`config.mk`:
```
export PLATFORM = sky130hd
export DESIGN_NAME = expansion_irq_ctrl_flat
export DESIGN_NICKNAME = d
export VERILOG_FILES = /design/src/rtl/expansion_irq_ctrl_if.sv /design/src/rtl/expansion_irq_ctrl.sv /design/src/flat_wrapper.sv
export SDC_FILE = /design/constraint.sdc
export NUM_CORES = 1
export LEC_CHECK = 0
export ABC_AREA = 1
export ABC_CLOCK_PERIOD_IN_PS = 1420
export CORE_UTILIZATION = 30
export CTS_BUF_LIST = sky130_fd_sc_hd__clkbuf_4 sky130_fd_sc_hd__clkbuf_8 sky130_fd_sc_hd__clkbuf_16
export CTS_CLUSTER_SIZE = 8
export DETAILED_ROUTE_END_ITERATION = 10
export DONT_BUFFER_PORTS = 1
export PLACE_DENSITY = 0.41
export SYNTH_ARGS = -nofsm -noshare
export SYNTH_HDL_FRONTEND = slang
export SYNTH_SLANG_ARGS = --single-unit
```
`constraint.sdc`:
```
create_clock -name CLK -period 1.42 [get_ports CLK]
set_input_delay 0.284 -clock CLK [delete_from_list [all_inputs] [get_ports CLK]]
set_output_delay 0.284 -clock CLK [all_outputs]
set_load 0.05 [all_outputs]
```
`src/rtl/expansion_irq_ctrl_if.sv`:
```
// CPU bus snoop bundle for the expansion interrupt injector.
// Handshake: a bus cycle is live while AS_n is low; a write is qualified by RW=0 with
// UDS_n or LDS_n low, a read by RW=1. The slave acts once per AS_n-low period.
interface expansion_irq_ctrl_if;
  logic [23:1] ADDR;
  logic [15:0] DATA_IN;
  logic        AS_n;
  logic        UDS_n;
  logic        LDS_n;
  logic        RW;

  modport master (output ADDR, DATA_IN, AS_n, UDS_n, LDS_n, RW);
  modport slave  (input  ADDR, DATA_IN, AS_n, UDS_n, LDS_n, RW);
endinterface

```
`src/rtl/expansion_irq_ctrl.sv`:
```
// Expansion interrupt injector: merges on-board sources into the CPU IPL at level 2/6.
// Optional macro IRQ_SYNC_EN selects a 2-flop input synchroniser (default: 1 capture flop).
module expansion_irq_ctrl #(
  parameter int         NUM_SRC     = 2,
  parameter logic [7:0] LEVEL6_MASK = 8'h00,
  parameter logic [7:0] EDGE_MASK   = 8'h00
) (
  input  logic                 CLK,
  input  logic                 RESET_n,
  expansion_irq_ctrl_if.slave  bus,
  input  logic [NUM_SRC-1:0]   irq_src,
  input  logic [2:0]           ipl_in,
  output logic [2:0]           ipl_out,
  output logic                 ovr_ports,
  output logic                 ovr_exter,
  output logic [NUM_SRC-1:0]   pending
);

  localparam logic [NUM_SRC-1:0] L6_MASK = LEVEL6_MASK[NUM_SRC-1:0];
  localparam logic [NUM_SRC-1:0] ED_MASK = EDGE_MASK[NUM_SRC-1:0];

  logic               r_ports_en, r_exter_en, r_master_en;
  logic               r_ack;
  logic               r_int2, r_int6;
  logic               r_ovr_ports, r_ovr_exter;
  logic [NUM_SRC-1:0] r_sync, r_prev, r_edge;

  logic               w_custom, w_wr, w_rd_intreqr;
  logic               w_wr_intena, w_wr_intreq;
  logic [NUM_SRC-1:0] w_clr, w_rise, w_pending;
  logic               w_unused;

  assign w_custom     = (bus.ADDR[23:16] == 8'hDF);
  assign w_wr         = w_custom & ~bus.AS_n & ~bus.RW & (~bus.UDS_n | ~bus.LDS_n) & ~r_ack;
  assign w_wr_intena  = w_wr & (bus.ADDR[11:1] == 11'h04D);
  assign w_wr_intreq  = w_wr & (bus.ADDR[11:1] == 11'h04E);
  assign w_rd_intreqr = w_custom & ~bus.AS_n & bus.RW & (bus.ADDR[11:1] == 11'h00F);
  assign w_unused     = ^{bus.ADDR[15:12], bus.DATA_IN[12:4], bus.DATA_IN[2:0]};

`ifdef IRQ_SYNC_EN
  logic [NUM_SRC-1:0] r_meta;
  always_ff @(posedge CLK or negedge RESET_n) begin
    if (!RESET_n) begin
      r_meta <= '0;
      r_sync <= '0;
    end else begin
      r_meta <= irq_src;
      r_sync <= r_meta;
    end
  end
`else
  always_ff @(posedge CLK or negedge RESET_n) begin
    if (!RESET_n) r_sync <= '0;
    else          r_sync <= irq_src;
  end
`endif

  // INTREQ clears apply only when the SET bit (15) is zero.
  assign w_clr = (w_wr_intreq && !bus.DATA_IN[15]) ?
                 (({NUM_SRC{bus.DATA_IN[3]}}  & ~L6_MASK) |
                  ({NUM_SRC{bus.DATA_IN[13]}} &  L6_MASK)) : '0;
  assign w_rise    = r_sync & ~r_prev;
  assign w_pending = (ED_MASK & r_edge) | (~ED_MASK & r_sync);
  assign pending   = w_pending;

  // Set is ORed in after the clear so a coincident new edge is never lost.
  always_ff @(posedge CLK or negedge RESET_n) begin
    if (!RESET_n) begin
      r_prev <= '0;
      r_edge <= '0;
    end else begin
      r_prev <= r_sync;
      r_edge <= ((r_edge & ~w_clr) | w_rise) & ED_MASK;
    end
  end

  always_ff @(posedge CLK or negedge RESET_n) begin
    if (!RESET_n) begin
      r_ack       <= 1'b0;
      r_ports_en  <= 1'b0;
      r_exter_en  <= 1'b0;
      r_master_en <= 1'b0;
    end else begin
      if (bus.AS_n)  r_ack <= 1'b0;
      else if (w_wr) r_ack <= 1'b1;
      if (w_wr_intena) begin
        if (bus.DATA_IN[3])  r_ports_en  <= bus.DATA_IN[15];
        if (bus.DATA_IN[13]) r_exter_en  <= bus.DATA_IN[15];
        if (bus.DATA_IN[14]) r_master_en <= bus.DATA_IN[15];
      end
    end
  end

  always_ff @(posedge CLK or negedge RESET_n) begin
    if (!RESET_n) begin
      r_int2      <= 1'b0;
      r_int6      <= 1'b0;
      r_ovr_ports <= 1'b0;
      r_ovr_exter <= 1'b0;
    end else begin
      r_int2      <= r_master_en & r_ports_en & (|(w_pending & ~L6_MASK));
      r_int6      <= r_master_en & r_exter_en & (|(w_pending &  L6_MASK));
      r_ovr_ports <= w_rd_intreqr & r_int2;
      r_ovr_exter <= w_rd_intreqr & r_int6;
    end
  end

  assign ovr_ports = r_ovr_ports;
  assign ovr_exter = r_ovr_exter;

  // IPL is active-low: a numerically larger code is a lower CPU level.
  always_comb begin
    ipl_out = ipl_in;
    if (r_int6 && (ipl_in > 3'b001))      ipl_out = 3'b001;
    else if (r_int2 && (ipl_in > 3'b101)) ipl_out = 3'b101;
  end

endmodule
```
`src/flat_wrapper.sv`:
```
// flat-port wrapper written by rule: the top's interface ports become plain ports
module expansion_irq_ctrl_flat 
#(
  parameter int         NUM_SRC     = 2,
  parameter logic [7:0] LEVEL6_MASK = 8'h00,
  parameter logic [7:0] EDGE_MASK   = 8'h00
)
  (CLK, RESET_n, irq_src, ipl_in, ipl_out, ovr_ports, ovr_exter, pending, bus_ADDR, bus_DATA_IN, bus_AS_n, bus_UDS_n, bus_LDS_n, bus_RW);
  expansion_irq_ctrl_if bus_i ();
  input  logic CLK;
  input  logic RESET_n;
  input  logic [NUM_SRC-1:0] irq_src;
  input  logic [2:0] ipl_in;
  output logic [2:0] ipl_out;
  output logic ovr_ports;
  output logic ovr_exter;
  output logic [NUM_SRC-1:0] pending;
  input wire logic [$bits(bus_i.ADDR)-1:0] bus_ADDR;
  input wire logic [$bits(bus_i.DATA_IN)-1:0] bus_DATA_IN;
  input wire logic [$bits(bus_i.AS_n)-1:0] bus_AS_n;
  input wire logic [$bits(bus_i.UDS_n)-1:0] bus_UDS_n;
  input wire logic [$bits(bus_i.LDS_n)-1:0] bus_LDS_n;
  input wire logic [$bits(bus_i.RW)-1:0] bus_RW;
  assign bus_i.ADDR = bus_ADDR;
  assign bus_i.DATA_IN = bus_DATA_IN;
  assign bus_i.AS_n = bus_AS_n;
  assign bus_i.UDS_n = bus_UDS_n;
  assign bus_i.LDS_n = bus_LDS_n;
  assign bus_i.RW = bus_RW;
  expansion_irq_ctrl #(.NUM_SRC(NUM_SRC), .LEVEL6_MASK(LEVEL6_MASK), .EDGE_MASK(EDGE_MASK)) u_core (.CLK(CLK), .RESET_n(RESET_n), .bus(bus_i), .irq_src(irq_src), .ipl_in(ipl_in), .ipl_out(ipl_out), .ovr_ports(ovr_ports), .ovr_exter(ovr_exter), .pending(pending));
endmodule
```
==> results_tabular.tex, run 1 <==
\begin{tabular}{lr}
\hline
Metric & Value \\
\hline
\multicolumn{2}{l}{\textbf{Outcome}} \\
\quad Run status & finished clean \\
\multicolumn{2}{l}{\textbf{Logic synthesis}} \\
\quad Yosys cell types & 21 \\
\quad Nets in the synthesized netlist & 107 \\
\quad Yosys top cell by area & sky130\_fd\_sc\_hd\_\_dfrtp\_1 \\
\quad Top cell type's share of synthesized area & 40.1\% \\
\quad Number of warning messages in the yosys log & 0 \\
\quad Netlist area before placement & 437 um\^{}2 \\
\quad Cells after Synth & 57 \\
\quad Part of the Yosys area used for sequential elements & 40.1\% \\
\quad Top area cells in the synthesized netlist & sky130\_fd\_sc\_hd\_\_dfrtp\_1 (40\%), sky130\_fd\_sc\_hd\_\_inv\_1 (10\%), sky130\_fd\_sc\_hd\_\_nand2\_1 (7.7\%) \\
\quad Mean instance size in the synthesized netlist & 7.66 um\^{}2 \\
\quad FF+latch count, synth & 7 \\
\multicolumn{2}{l}{\textbf{Critical path}} \\
\quad Max stage delay cell, worst path & sky130\_fd\_sc\_hd\_\_dfrtp\_1 \\
\quad Crit path cell chain & a31o\_2 \\
\quad CP max FO & 3 \\
\quad Reg2reg path depth & 8 \\
\quad Required time of the critical path & 1.14 ns \\
\quad Kind of critical path & flip-flop to output pin \\
\quad Delay of the slowest cell on the worst path & 0.41 ns \\
\quad Setup slack on the worst flop-to-flop path & 0.32 ns \\
\quad Startpoint Class & flip-flop \\
\quad Critical path launch point & u\_core.r\_int2 \\
\quad Nature of the critical path endpoint & output pin \\
\quad RR Startpoint & u\_core.r\_ack \\
\quad Worst path arrival time & 1.02 ns \\
\quad Cell family with the largest share of critical-path delay & flip-flops \\
\quad Count of cell instances traversed by the critical path & 1 \\
\quad Crit path buf inv count & 0 \\
\multicolumn{2}{l}{\textbf{Flow run}} \\
\quad Max-cap violation count & 0 \\
\multicolumn{2}{l}{\textbf{Global route}} \\
\quad Overall Global Routing Usage & 11.5\% \\
\quad Number of global-route vias before repair & 313 \\
\quad Wire length of the first global-routing pass & 1.10 mm \\
\quad Antenna violations before repair & 0 \\
\quad Pin count of the biggest net entering global routing & 8 \\
\quad Overflow left after global routing & 0 \\
\multicolumn{2}{l}{\textbf{Floorplan}} \\
\quad Die footprint & 1610 um\^{}2 \\
\quad Core Region & 1330 um\^{}2 \\
\quad Starting density of the core & 32.7\% \\
\quad Die boundary height & 40.2 um \\
\quad Number of ports placed on the die boundary & 57 \\
\quad Number of placement rows & 13 \\
\quad Die Wd & 40.2 um \\
\multicolumn{2}{l}{\textbf{Detailed routing}} \\
\quad Overall via count from detail\_route & 356 \\
\quad Detail-routed via count per cell & 4.62 \\
\quad Number of nets still failing antenna checks after routing & 0 \\
\quad First DRT Iteration DRCs & 1 \\
\quad DRT Pass-1 Iters & 2 \\
\quad Wire length per cell & 9.94 um \\
\quad Total wirelength of the detailed-routed design & 765 um \\
\quad Total DRC errors in the routed layout & 0 \\
\multicolumn{2}{l}{\textbf{Clocking}} \\
\quad Number of buffers added by the clock tree synthesis step & 3 \\
\quad CTS tree & built \\
\quad Clock transition at the registers of the reported paths & 0.05 ns \\
\quad Sinks on Clock Net & 7 \\
\quad CTS root buffer & sky130\_fd\_sc\_hd\_\_clkbuf\_4 \\
\quad Deepest level of the CTS H-tree & 1 \\
\quad Buffers inserted during post-CTS setup optimization & 0 \\
\quad Clk Latency, worst-skew pair & 0.25 ns \\
\quad Largest buffer count on any clock path & 2 \\
\multicolumn{2}{l}{\textbf{Pwr}} \\
\quad Maximum resistive drop on vdd & 252 uV \\
\quad Overall power of the completed layout & 0.000471 W \\
\quad Static leakage power & 0.241 nW \\
\quad Total power density per cell area & 936 nW/um\^{}2 \\
\multicolumn{2}{l}{\textbf{Placed design}} \\
\quad DP Area & 463 um\^{}2 \\
\quad Port buffer count & 0 \\
\quad Global placer's final weighted congestion & 0.616 \\
\quad Final HPWL from detailed placement & 657 um \\
\multicolumn{2}{l}{\textbf{Final layout}} \\
\quad Share of the core filled with cells & 37.7\% \\
\quad Fill count & 151 \\
\quad Total Nets Final & 113 \\
\quad Layout cell share with drive strength beyond 1 & 25.8\% \\
\quad Post-route design area & 503 um\^{}2 \\
\quad Layout area overhead & 15.2\% \\
\quad Area of the multi-input gates & 205 um\^{}2 \\
\quad Antenna fix cells & 0 \\
\quad Seq. cell area & 175 um\^{}2 \\
\multicolumn{2}{l}{\textbf{STA}} \\
\quad Highest clock frequency the design can meet & 0.766 GHz \\
\quad Final Max Tran Viols & 0 \\
\quad Setup\_tns & 0 ns \\
\quad RSZ-0062 raised after global routing & false \\
\quad Hold Fails Final Rpt & 0 \\
\quad Setup Viol. Count Final & 0 \\
\quad Final setup skew & 0.00233 ns \\
\quad Tcrit/Tclk final & 92.0\% \\
\quad Final critical delay including setup and external delays & 1.31 ns \\
\multicolumn{2}{l}{\textbf{Min path}} \\
\quad Number of instances on the worst hold path & 0 \\
\quad Launch point of the worst hold path & irq\_src[0] \\
\quad Type of the tightest min-delay check & primary input to flip-flop \\
\hline
\end{tabular}
## Yosys cell counts, drive strengths merged
master  instances
a21o            1
a31o            1
conb            1
nand2          10
buf             1
nor3            2
nor2           11
nand3           3
nor4            1
a21boi          1
nand4           3
nand3b          1
clkbuf          1
dfrtp           7
inv            13
## path summary, 6_finish.rpt
path | endpoint
setup / recovery | ipl_out[0]
min in group asynchronous | u_core.r_master_en
hold / removal | u_core.pending[0]
max in group asynchronous | u_core.r_ports_en
setup reg to reg | u_core.r_ports_en
hold reg to reg | u_core.r_int2
## metrics by stage
stage | hold slack (ns) | setup WS, ns | cells
floorplan | -0.0116 | 0.273 | 57
global placement | -0.0114 | 0.339 | 72
detailed placement | -0.0115 | 0.333 | 72
CTS | 0.0535 | 0.0974 | 77
global route | 0.0371 | 0.0622 | 77
finish | 0.0658 | 0.114 | 77
## cells by family (layout without fill, tap and decap cells)
kind of cell           count (synthesis)  count (layout)  synth area share (%)
AND/OR/NAND/NOR                       31              31                  39.5
buffers and inverters                 15              20                  13.8
flip-flops                             7               7                  40.1
AO/OA/AOI/OAI                          3               3                  5.73
other                                  1               1                 0.859
## sequential cells by signal, indices dropped and copies added, names as in the netlist
| signal | cells |
|---|---|
| u_core.ovr_ports | 1 |
| u_core.pending | 2 |
| u_core.r_ack | 1 |
| u_core.r_int2 | 1 |
| u_core.r_master_en | 1 |
| u_core.r_ports_en | 1 |
## cells in the final DEF (no fill, tap or decap), types with 2 or more instances in the layout
master                      n
sky130_fd_sc_hd__inv_1     12
sky130_fd_sc_hd__nand2_1    9
sky130_fd_sc_hd__nor2_1     8
sky130_fd_sc_hd__dfrtp_1    7
sky130_fd_sc_hd__clkbuf_4   4
sky130_fd_sc_hd__nand4_1    3
sky130_fd_sc_hd__nor2_4     2
sky130_fd_sc_hd__nand3_1    2
sky130_fd_sc_hd__buf_4      2
## where the power goes
part / leakage (nW) / switching [W] / internal [W]
logic: 0.144 / 0.0000427 / 0.0000200
registers: 0.0790 / 0.00000818 / 0.000204
clock network: 0.0184 / 0.0000695 / 0.000126
total: 0.241 / 0.000120 / 0.000350
## cell type report
type | instances | share of cell area, %
Multi-Input combinational cell | 35 | 40.8
Sequential cell | 7 | 34.8
Inverter | 13 | 9.70
Clock buffer | 4 | 5.97
Timing Repair Buffer | 3 | 4.98
Tap cell | 15 | 3.73
## timing repair
| action | CTS | global route |
|---|---|---|
| endpoints found under the hold margin | 7 | 0 |
| hold buffers | 1 | 0 |
| gates resized for setup | 0 | 0 |
## per-layer routing
metal	up-vias	GRT usage, %	share of wire, %
met2	23	16.5	48
met3	2	5.56	9.4
li1	181	-	-
met1	150	11.3	40
met4	0	12.9	1.6
met5	-	0	0
No activity file was read; power rests on OpenSTA's default activity.
==> inputs of run 2 (changes only) <==
==> constraint.sdc (replaced) <==
create_clock -name CLK -period 1.42 [get_ports CLK]
set_input_delay 0.284 -clock CLK [delete_from_list [all_inputs] [get_ports CLK]]
set_output_delay 0.284 -clock CLK [all_outputs]
set_load 0.1 [all_outputs]
==> run 2 against run 1 <==
  * Clock power down 3%
  * Routed wire length down 3.1%
  * Critical path depth up 1
  * Largest cell class unchanged
  * Cell count up 3.9%
  * Combinational power up 86%
==> results_tabular.tex, run 2 (synthesized netlist as in run 1, its figures left out) <==
\begin{tabular}{lr}
\hline
Metric & Value \\
\hline
\multicolumn{2}{l}{\textbf{Outcome}} \\
\quad Run status & finished clean \\
\multicolumn{2}{l}{\textbf{Placed design}} \\
\quad Final HPWL from detailed placement & 666 um (+1.5\%) \\
\quad Port buffer count & 0 (unchanged) \\
\quad Global placer's final weighted congestion & 0.608 (-1.3\%) \\
\multicolumn{2}{l}{\textbf{Pwr}} \\
\quad Overall power of the completed layout & 0.000515 W (+9.5\%) \\
\quad Combinational group share of total power & 22.8\% (+9.5 points) \\
\quad Static leakage power & 0.270 nW (+12\%) \\
\quad Sequential group share of total power & 40.3\% (-4.8 points) \\
\quad Total power density per cell area & 923 nW/um\^{}2 (-1.3\%) \\
\quad Net Sw Power & 0.000150 W (+24\%) \\
\quad Maximum resistive drop on vdd & 731 uV (+190\%) \\
\quad Internal Power & 0.000366 W (+4.4\%) \\
\quad Share of total power consumed by net switching & 29.1\% (+3.5 points) \\
\quad Clock network fraction of design power & 36.9\% (-4.7 points) \\
\multicolumn{2}{l}{\textbf{Final layout}} \\
\quad Flip-flop count of the largest register, all copies and words added & 2 (unchanged) \\
\quad Layout cell share with drive strength beyond 1 & 29.2\% (+3.4 points) \\
\quad Total Nets Final & 116 (+2.7\%) \\
\quad Antenna fix cells & 0 (unchanged) \\
\quad Most frequent cells in the layout & sky130\_fd\_sc\_hd\_\_inv\_1 (12), sky130\_fd\_sc\_hd\_\_nand2\_1 (9), sky130\_fd\_sc\_hd\_\_nor2\_1 (8) \\
\quad Most common cell after layout, fill and taps aside & sky130\_fd\_sc\_hd\_\_inv\_1 \\
\quad Fill count & 146 (-3.3\%) \\
\quad Layout area overhead & 27.8\% \\
\multicolumn{2}{l}{\textbf{Critical path}} \\
\quad CP max FO & 3 (unchanged) \\
\quad Worst path arrival time & 1.06 ns (+0.04 ns) \\
\quad Required time of the critical path & 1.14 ns (about the same) \\
\quad Crit path buf inv count & 1 (+1) \\
\quad Max stage delay cell, worst path & sky130\_fd\_sc\_hd\_\_dfrtp\_1 \\
\quad Crit path cell chain & a31o\_2, buf\_12 \\
\quad Cell family with the largest share of critical-path delay & flip-flops \\
\quad Delay of the slowest cell on the worst path & 0.42 ns (about the same) \\
\quad Startpoint Class & flip-flop \\
\quad Kind of critical path & flip-flop to output pin \\
\quad Nature of the critical path endpoint & output pin \\
\multicolumn{2}{l}{\textbf{Global route}} \\
\quad Antenna violations before repair & 0 (unchanged) \\
\quad Number of global-route vias before repair & 277 (-12\%) \\
\quad Pin count of the biggest net entering global routing & 8 (unchanged) \\
\quad Overflow left after global routing & 0 (unchanged) \\
\quad Overall Global Routing Usage & 9.99\% (-1.5 points) \\
\quad Wire length of the first global-routing pass & 1.01 mm (-8.8\%) \\
\multicolumn{2}{l}{\textbf{STA}} \\
\quad Highest clock frequency the design can meet & 0.743 GHz (-3.0\%) \\
\quad Final Max Tran Viols & 0 (unchanged) \\
\quad Tcrit/Tclk final & 94.8\% (+2.8 points) \\
\quad RSZ-0062 raised after global routing & false \\
\quad Final setup skew & 0.00309 ns (+0.000762 ns) \\
\quad Setup Viol. Count Final & 0 (unchanged) \\
\quad Final critical delay including setup and external delays & 1.35 ns (+0.0402 ns) \\
\quad Hold Fails Final Rpt & 0 (unchanged) \\
\quad Setup\_tns & 0 ns (unchanged) \\
\multicolumn{2}{l}{\textbf{Clocking}} \\
\quad Clock transition at the registers of the reported paths & 0.05 ns (about the same) \\
\quad CTS root buffer & sky130\_fd\_sc\_hd\_\_clkbuf\_4 \\
\quad Number of buffers added by the clock tree synthesis step & 3 (unchanged) \\
\quad CTS tree & built \\
\quad Sinks on Clock Net & 7 (unchanged) \\
\quad Deepest level of the CTS H-tree & 1 (unchanged) \\
\quad Clk Latency, worst-skew pair & 0.24 ns (about the same) \\
\quad \# resized after CTS & 0 (unchanged) \\
\quad Largest buffer count on any clock path & 2 (unchanged) \\
\multicolumn{2}{l}{\textbf{Flow run}} \\
\quad Max-cap violation count & 0 (unchanged) \\
\multicolumn{2}{l}{\textbf{Detailed routing}} \\
\quad Overall via count from detail\_route & 364 (+2.2\%) \\
\quad Total DRC errors in the routed layout & 0 (unchanged) \\
\quad First DRT Iteration DRCs & 4 (+3) \\
\quad Detail-routed via count per cell & 4.55 (-1.6\%) \\
\quad Total wirelength of the detailed-routed design & 741 um (-3.1\%) \\
\quad Wire length per cell & 9.26 um (-6.8\%) \\
\quad DRT Pass-1 Iters & 2 (unchanged) \\
\quad Number of nets still failing antenna checks after routing & 0 (unchanged) \\
\multicolumn{2}{l}{\textbf{Floorplan}} \\
\quad Die Wd & 40.2 um (unchanged) \\
\quad Number of placement rows & 13 (unchanged) \\
\quad Die boundary height & 40.2 um (unchanged) \\
\quad Core Region & 1330 um\^{}2 (unchanged) \\
\quad Die footprint & 1610 um\^{}2 (unchanged) \\
\quad Number of ports placed on the die boundary & 57 (unchanged) \\
\quad Starting density of the core & 32.7\% (unchanged) \\
\multicolumn{2}{l}{\textbf{Min path}} \\
\quad Type of the tightest min-delay check & primary input to flip-flop \\
\hline
\end{tabular}
-- run 2: path summary, 6_finish.rpt --
path,end,cells past startpoint,slack [ns],from
max,ipl_out[0],2,0.07,u_core.r_int2
min in group asynchronous,u_core.ovr_ports,1,0.36,RESET_n
max reg2reg,u_core.r_ports_en,8,0.34,u_core.r_ack
min,u_core.pending[0],0,0.07,irq_src[0]
max in group asynchronous,u_core.r_master_en,1,0.82,RESET_n
min reg2reg,u_core.r_ack,2,0.49,u_core.r_ack
-- run 2: layer usage --
metal  GRT usage, %  share of wire, %
met3           6.67                14
met1           10.6                38
met4           2.59                 0
met5              0                 0
met2           16.1                48
-- run 2: cell type report --
class / instances / area (um^2) / area share (%)
sequential: 7 / 175 / 31.4
clock buffer: 4 / 30.0 / 5.38
multi-input combinational: 35 / 213 / 38.1
inverter: 13 / 48.8 / 8.74
tap: 15 / 18.8 / 3.36
timing repair buffer: 6 / 72.6 / 13.0
-- run 2: power by group through the flow --
stage / sequential, W / combinational [W] / clock (W)
2_1_floorplan: 0.000232 / 0.0000804 / 0
3_3_place_gp: 0.000211 / 0.000112 / 0
3_5_place_dp: 0.000211 / 0.000113 / 0
4_1_cts: 0.000208 / 0.000118 / 0.000200
5_1_grt: 0.000208 / 0.000124 / 0.000213
6_report: 0.000208 / 0.000117 / 0.000190
-- run 2: through the flow --
stage / cells / hold WS (ns) / util [%] / setup slack [ns] / area (um^2)
floorplan: 57 / -0.0116 / - / 0.0253 / 448
global placement: 75 / -0.0115 / 38.8 / 0.287 / 518
detailed placement: 75 / -0.0115 / 38.8 / 0.286 / 518
CTS: 80 / 0.0602 / 41.8 / 0.0142 / 558
global route: 80 / 0.0453 / 41.8 / 0.0275 / 558
finish: 80 / 0.0688 / 41.8 / 0.0735 / 558
-- run 2: timing repair --
| item | CTS | global route |
|---|---|---|
| setup endpoints to repair | 0 | 1 |
| setup buffers | 0 | 0 |
| endpoints found under the hold margin | 7 | 0 |
| hold buffers | 1 | 0 |
